<file path="src/rtl/subtractor_pkg.sv">
// Shared constants and result type for the registered ripple-borrow subtractor.
package subtractor_pkg;

  localparam int unsigned SUB_DEFAULT_WIDTH = 4;

  // Combinational subtractor result at the default width.
  typedef struct packed {
    logic [SUB_DEFAULT_WIDTH-1:0] diff;
    logic                         borrow;
  } sub_result_t;

endpackage

</file>
<file path="src/rtl/subtractor_4bit_full_subtractor.sv">
// Single-bit full subtractor cell: d = a - b - bin, with borrow out.
module full_subtractor (
  input  logic a,
  input  logic b,
  input  logic bin,
  output logic d,
  output logic bout
);

  assign d    = a ^ b ^ bin;
  assign bout = (~a & b) | (~(a ^ b) & bin);

endmodule

</file>
<file path="src/rtl/subtractor_4bit.sv">
// Registered ripple-borrow subtractor, MSB-first operands (index 0 = MSB).
// Optional signed-overflow output enabled by defining SUBTRACTOR_OVF_EN.
module subtractor_4bit
  import subtractor_pkg::*;
#(
  parameter int unsigned WIDTH = SUB_DEFAULT_WIDTH
) (
  input  logic             clk,
  input  logic             rst,
  input  logic [0:WIDTH-1] in1,
  input  logic [0:WIDTH-1] in2,
  input  logic             borrow_in,
  output logic [0:WIDTH-1] out,
  output logic             borrow_out
`ifdef SUBTRACTOR_OVF_EN
  ,
  output logic             overflow
`endif
);

  logic [0:WIDTH-1] w_diff;
  logic [WIDTH:0]   w_borrow;
  logic [0:WIDTH-1] r_out;
  logic             r_borrow;

  assign w_borrow[0] = borrow_in;

  // Cell k handles bit weight 2^k, which sits at vector index WIDTH-1-k.
  for (genvar k = 0; k < WIDTH; k++) begin : g_cell
    full_subtractor u_fs (
      .a    (in1[WIDTH-1-k]),
      .b    (in2[WIDTH-1-k]),
      .bin  (w_borrow[k]),
      .d    (w_diff[WIDTH-1-k]),
      .bout (w_borrow[k+1])
    );
  end

  always_ff @(posedge clk) begin
    if (rst) begin
      r_out    <= '0;
      r_borrow <= 1'b0;
    end else begin
      r_out    <= w_diff;
      r_borrow <= w_borrow[WIDTH];
    end
  end

  assign out        = r_out;
  assign borrow_out = r_borrow;

`ifdef SUBTRACTOR_OVF_EN
  logic w_ovf;
  logic r_ovf;

  // Signed overflow: operand signs differ and the result sign departs from the minuend.
  assign w_ovf = (in1[0] != in2[0]) && (w_diff[0] != in1[0]);

  always_ff @(posedge clk) begin
    if (rst) begin
      r_ovf <= 1'b0;
    end else begin
      r_ovf <= w_ovf;
    end
  end

  assign overflow = r_ovf;
`endif

endmodule

</file>
<file path="config.mk">
export PLATFORM = sky130hd
export DESIGN_NAME = subtractor_4bit
export DESIGN_NICKNAME = d
export VERILOG_FILES = /design/src/rtl/subtractor_pkg.sv /design/src/rtl/subtractor_4bit_full_subtractor.sv /design/src/rtl/subtractor_4bit.sv
export SDC_FILE = /design/constraint.sdc
export NUM_CORES = 1
export LEC_CHECK = 0
export CORE_AREA = 2 2 39 41
export DETAILED_ROUTE_END_ITERATION = 16
export DIE_AREA = 0 0 41 43
export GPL_TIMING_DRIVEN = 1
export PLACE_DENSITY = 0.5
export SLEW_MARGIN = 20
export SYNTH_ARGS = -nofsm -noshare
export SYNTH_HDL_FRONTEND = slang
export SYNTH_HIERARCHICAL = 1
export SYNTH_SLANG_ARGS = --single-unit
</file>
<file path="constraint.sdc">
create_clock -name clk -period 3.7 [get_ports clk]
set_clock_uncertainty 0.1 [all_clocks]
set_input_delay 0.74 -clock clk [delete_from_list [all_inputs] [get_ports clk]]
set_output_delay 0.74 -clock clk [all_outputs]
set_load 0.01 [all_outputs]
</file>
==> results.md, run 1 <==
- Outcome: completed
- I/O Buffers: 15
- Worst Path Required: 3720 ps
- Final net count: 61
- Remaining global-route overflow: 0
- Top-area cell type share of the netlist area: 39.0%
- Max_slew headroom: 88.9%
- M3 GR Usage: 0%
- Mean post-synth cell area: 9.87 um2
- Clock Tree Buf Depth: 2
- Worst Path Arrival: 3140 ps
- Num ports: 16
- Max-slew violation count: 0
- Pwr/cell area: 358 mW/mm2
- Most numerous cell in the Yosys netlist: inv_1
- Die extent in x: 41 um
- Post-synthesis sequential area ratio: 39.0%
- CTS Hold Buffers Added: 0
- Slew of the pin with the lowest slew margin: 166 ps
- # DRC: 0
- Most used routing layer: met4
- Root buffer cell: clkbuf_4
- Sink Count: 5
- Mapped cell area: 256 um2
- CTS Buf Count: 3
- Crit path to: out[0]$_SDFF_PP0_
- Vias in the first global route: 186
- Post-synth top cells: 12 x inv_1, 5 x dfxtp_1, 5 x nor2b_1
- Highest Clock Rate: 320 MHz
- Final setup vio count: 0
- Switch share: 21.3%
- Top cells by area, synth: dfxtp_1 39%, fa_1 31%, inv_1 18%
- Filler-free cell count of the finished design: 61
- Resized Gates After CTS: 0
- Placed cells: 57
- Worst vdd ir: 0.0000796 V
- Crit start category: input pin
- First-pass GRT wire length: 593 um
- Diodes inserted: 0
- Post-synth EDFFs: 0
- RSZ-0062 raised after global routing: no
- Total track usage: 5.76%
- # Max-Cap Violations: 0
- Psw: 34.4 uW
- DRT Wirelength: 364 um
- Initial Util: 18.5%
- Min Tclk post-route: 3120 ps
- Die Y: 43 um
- Worst min-delay path class: input pin to flip-flop
- # rows: 14
- Largest net degree at the start of global routing: 6
- Layout cells sized above 1: 6.67%
- Post-CTS Setup Bufs: 0
- Clk pin slew, worst setup/hold paths: 40 ps
- Fin. Hold Viols: 0
- Initial antenna violation count: 0
- Vias: 202
- Met1 GRT Util: 3.62%
- Core area: 0.00138 mm2
- Final setup TNS: 0 ps
- Initial DRC Count: 0
- CTS tree: built
- P&R area growth vs syn: 76.6%
- Critical-path maximum fanout: 1
- Yosys cell types: 4
- Placer Congestion: 0.627
- Share of synthesized registers carrying an async set or reset: 0%
- GR Util met2: 8.75%
- Ys flop type: dfxtp_1
- Die Footprint: 0.00176 mm2
- Leakage: 0.000218 uW
- CP endpoint kind: flip-flop
- YS warnings: 6
- Flop pwr share: 37.9%
- Clock share of power: 36.8%
- # fillers: 157
- Drt via density: 3.31
- Syn_nets: 41
- Int Pwr: 128 uW
- H-Tree Depth: 1
- Setup CP Type: input pin to flip-flop
- Combinational power share: 25.3%
- Final Cycle Share: 84.4%
- Mapped Cells: 26
- WL/cell: 5.97 um
- Synthesized flop and latch total: 5
- Critical path origin: in2[3]
- Drt first pass iters: 1
- Cell taking the most area after synthesis: dfxtp_1
- Antenna-violating nets left: 0
==> state kept, by name (all words and copies together), names as in the netlist <==
name / cells
out: 4
borrow_out: 1
==> kinds of logic (layout without fill, tap and decap cells) <==
group	after synthesis	count (layout)	synth area share [%]
buf+inv	12	31	17.6
flops	5	5	39.0
simple gates	5	5	12.2
fa+ha+maj	4	4	31.2
==> layer usage <==
layer  up-vias  part of all wire (%)
li1        103                     -
met4         0                   5.2
met2        11                    57
met5         -                     0
met3         2                   9.6
met1        86                    27
==> cells in the final DEF, fill, tap and decap left out <==
master | synthesis | layout
clkbuf_1 | 0 | 1
clkbuf_4 | 0 | 3
clkdlybuf4s50_1 | 0 | 15
dfxtp_1 | 5 | 5
fa_1 | 4 | 4
inv_1 | 12 | 12
nor2b_1 | 5 | 5
==> final cells by class <==
class                   instances  area (um2)  area share, %
repair buffers                 15         150           33.1
multi-input cells               9         111           24.6
flip-flops and latches          5         100           22.1
inverters                      12        45.0           9.94
clock buffers                   4        26.3           5.80
well taps                      16        20.0           4.42
==> worst min-delay path by stage <==
stage / start / endpoint / depth (start not counted)
6_report: rst / out[0]$_SDFF_PP0_ / 2
5_1_grt: rst / out[0]$_SDFF_PP0_ / 2
4_1_cts: rst / borrow_out$_SDFF_PP0_ / 2
3_5_place_dp: rst / borrow_out$_SDFF_PP0_ / 2
3_3_place_gp: rst / out[3]$_SDFF_PP0_ / 2
2_1_floorplan: rst / borrow_out$_SDFF_PP0_ / 1
==> critical path, stage by stage <==
cell and delay [ps]:
clkdlybuf4s50_1 450, inv_1 50, fa_1 380, inv_1 60
inv_1 40, fa_1 350, inv_1 60, inv_1 40
fa_1 350, inv_1 60, inv_1 40, fa_1 410
nor2b_1 130
==> per-stage QoR <==
stage	instance area, um2	total power, uW	utilization, %	worst slack (ps)	hold WS (ps)
after floorplan	256	78.7	-	857	712
after global placement	427	104	30.8	314	1290
after detailed placement	427	105	30.8	307	1300
after CTS	453	167	32.7	559	1050
after global routing	453	176	32.7	449	1070
final	453	162	32.7	577	1050
==> power by group through the flow <==
stage | Clock (uW) | Combinational [uW] | Sequential [uW]
3_5_place_dp | 0 | 42.3 | 62.5
6_report | 59.6 | 41.0 | 61.5
4_1_cts | 63.2 | 42.4 | 61.6
2_1_floorplan | 0 | 12.7 | 66.0
5_1_grt | 66.6 | 47.1 | 61.9
3_3_place_gp | 0 | 41.5 | 62.4
Note: power is estimated with default switching activity, not from simulation.
==> inputs of run 2 (changes only) <==
--- a/config.mk
+++ b/config.mk
@@ -9,7 +9,7 @@
 export DETAILED_ROUTE_END_ITERATION = 16
 export DIE_AREA = 0 0 41 43
 export GPL_TIMING_DRIVEN = 1
-export PLACE_DENSITY = 0.5
+export PLACE_DENSITY = 0.51
 export SLEW_MARGIN = 20
 export SYNTH_ARGS = -nofsm -noshare
 export SYNTH_HDL_FRONTEND = slang
==> constraint.sdc (replaced) <==
create_clock -name clk -period 2.7 [get_ports clk]
set_clock_uncertainty 0.1 [all_clocks]
set_input_delay 0.54 -clock clk [delete_from_list [all_inputs] [get_ports clk]]
set_output_delay 0.54 -clock clk [all_outputs]
set_load 0.01 [all_outputs]
==> run 2 against run 1 <==
Effect of this change:
- via count is 2.5% lower
- critical path type unchanged
- hold slack worse by 280 ps
- utilization is 0.27 points higher
- sequential cell count stayed put
- final cell count stayed put
- largest cell class unchanged
==> results.md, run 2 (synthesis gave the netlist of run 1 again) <==
- Total track usage: 5.36% (was 5.76%)
- Core area: 0.00138 mm2 (unchanged)
- Clk pin slew, worst setup/hold paths: 40 ps (about the same)
- Final net count: 61 (unchanged)
- Drt via density: 3.23 (was 3.31)
- Crit start category: input pin (unchanged)
- # rows: 14 (unchanged)
- Worst Path Required: 2720 ps (was 3720 ps)
- Max reg flops: 4 (unchanged)
- Initial antenna violation count: 0 (unchanged)
- Die Y: 43 um (unchanged)
- CTS tree: built (unchanged)
- Root buffer cell: clkbuf_4 (unchanged)
- Min Tclk post-route: 2630 ps
- Leakage: 0.000212 uW (was 0.000218 uW)
- # DRC: 0 (unchanged)
- CP endpoint kind: flip-flop (unchanged)
- Filler-free cell count of the finished design: 61 (unchanged)
- Sink Count: 5 (unchanged)
- Initial Util: 18.5% (unchanged)
- Final setup vio count: 0 (unchanged)
- Setup CP Type: input pin to flip-flop (unchanged)
- Fin. Hold Viols: 0 (unchanged)
- Outcome: completed (unchanged)
- Vias: 197 (was 202)
- # fillers: 162 (was 157)
- CTS Buf Count: 3 (unchanged)
- Most used routing layer: met4 (unchanged)
- Diodes inserted: 0 (unchanged)
- Pwr/cell area: 494 mW/mm2 (was 358 mW/mm2)
- Die Footprint: 0.00176 mm2 (unchanged)
- RSZ-0062 raised after global routing: no (unchanged)
- Clock Tree Buf Depth: 2 (unchanged)
- Multi-input gate area: 119 um2 (was 111 um2)
- Antenna-violating nets left: 0 (unchanged)
- Initial DRC Count: 0 (unchanged)
- Critical-path maximum fanout: 1 (unchanged)
- Largest net degree at the start of global routing: 6 (unchanged)
- Drt first pass iters: 1 (unchanged)
- Die extent in x: 41 um (unchanged)
- DRT Wirelength: 346 um (was 364 um)
- Placed cells: 57 (unchanged)
- Num ports: 16 (unchanged)
- Vias in the first global route: 166 (was 186)
- Placer Congestion: 0.605 (was 0.627)
- Met1 GRT Util: 4.93% (was 3.62%)
- Remaining global-route overflow: 0 (unchanged)
- Layout cells sized above 1: 28.9% (was 6.67%)
- Slew of the pin with the lowest slew margin: 164 ps (was 166 ps)
- H-Tree Depth: 1 (unchanged)
- # Max-Cap Violations: 0 (unchanged)
- M3 GR Usage: 0% (unchanged)
- Worst Path Arrival: 2660 ps (was 3140 ps)
- I/O Buffers: 15 (unchanged)
- Dpl cell area: 427 um2 (unchanged)
- Most frequent cells in the layout: 12 x clkdlybuf4s50_1, 7 x inv_2, 5 x nor2b_1, 5 x dfxtp_1, 5 x inv_1 (was 15 x clkdlybuf4s50_1, 12 x inv_1, 5 x nor2b_1, 5 x dfxtp_1, 4 x fa_1)
- Highest Clock Rate: 380 MHz
- CTS Hold Buffers Added: 0 (unchanged)
- Worst vdd ir: 0.0000995 V (was 0.0000796 V)
- FF/Latch Area: 100 um2 (unchanged)
- Fin area: 457 um2 (was 453 um2)
- Hold slack: 772 ps (was 1050 ps)
- Max_slew headroom: 89.0% (was 88.9%)
- Detailed placement HPWL: 312 um
- WL/cell: 5.67 um (was 5.97 um)
- GR Util met2: 6.25% (was 8.75%)
- Max-slew violation count: 0 (unchanged)
- P&R area growth vs syn: 78.0% (was 76.6%)
- Leading cell type in the layout, fill and taps excluded: clkdlybuf4s50_1 (unchanged)
- Final Cycle Share: 97.6%
- First-pass GRT wire length: 545 um (was 593 um)
- Post-CTS Setup Bufs: 0 (unchanged)
- Worst min-delay path class: input pin to flip-flop (unchanged)
- Final setup TNS: 0 ps (unchanged)
## run 2: layout make-up
| cell class | count | area share [%] |
|---|---|---|
| sequential | 5 | 21.9 |
| timing repair buffer | 15 | 32.1 |
| tap | 16 | 4.38 |
| inverter | 12 | 9.86 |
| clock buffer | 4 | 5.75 |
| multi-input combinational | 9 | 26.0 |
## run 2: worst paths after layout
check / from / end / slack, ps / cells past startpoint
worst min-delay path: in1[3] / out[3]$_SDFF_PP0_ / 770 / 3
worst max-delay path: in1[3] / out[0]$_SDFF_PP0_ / 70 / 12
## run 2: critical path: stages
cell           delay, ps
dlygate4sd2_1        250
fa_2                 380
inv_2                 60
inv_2                 30
fa_2                 340
inv_2                 60
inv_2                 30
fa_2                 340
inv_2                 60
inv_2                 30
fa_1                 410
nor2b_1              130
## run 2: per-layer routing
layer | part of all wire [%] | wire [um]
met1 | 33 | 115
met5 | 0 | 0
met2 | 54 | 186
met3 | 7.2 | 25
met4 | 5.5 | 19
## run 2: repair_timing
item	in CTS	in global routing
resized for setup	13	0
hold endpoints to repair	0	0
endpoints found under the setup margin	2	0
## run 2: metrics by stage
step	utilization [%]	total power [uW]	worst slack, ps
after floorplan	-	108	56.6
after global placement	30.8	142	-482
after detailed placement	30.8	143	-479
after CTS	33.0	232	59.0
after global routing	33.0	243	1.71
final	33.0	225	65.0
## run 2: power by group
group          total [uW]  switching (uW)  internal [uW]
sequential           84.2            1.69           82.5
combinational        57.8            21.3           36.5
clock                83.4            27.7           55.7
total                 225            50.7            175
==> inputs of run 3 (changes only) <==
--- a/config.mk
+++ b/config.mk
@@ -6,6 +6,7 @@
 export NUM_CORES = 1
 export LEC_CHECK = 0
 export CORE_AREA = 2 2 39 41
+export CTS_CLUSTER_SIZE = 25
 export DETAILED_ROUTE_END_ITERATION = 16
 export DIE_AREA = 0 0 41 43
 export GPL_TIMING_DRIVEN = 1
==> results of run 3 <==
Final layout, timing and power as in run 2 (identical DEF).
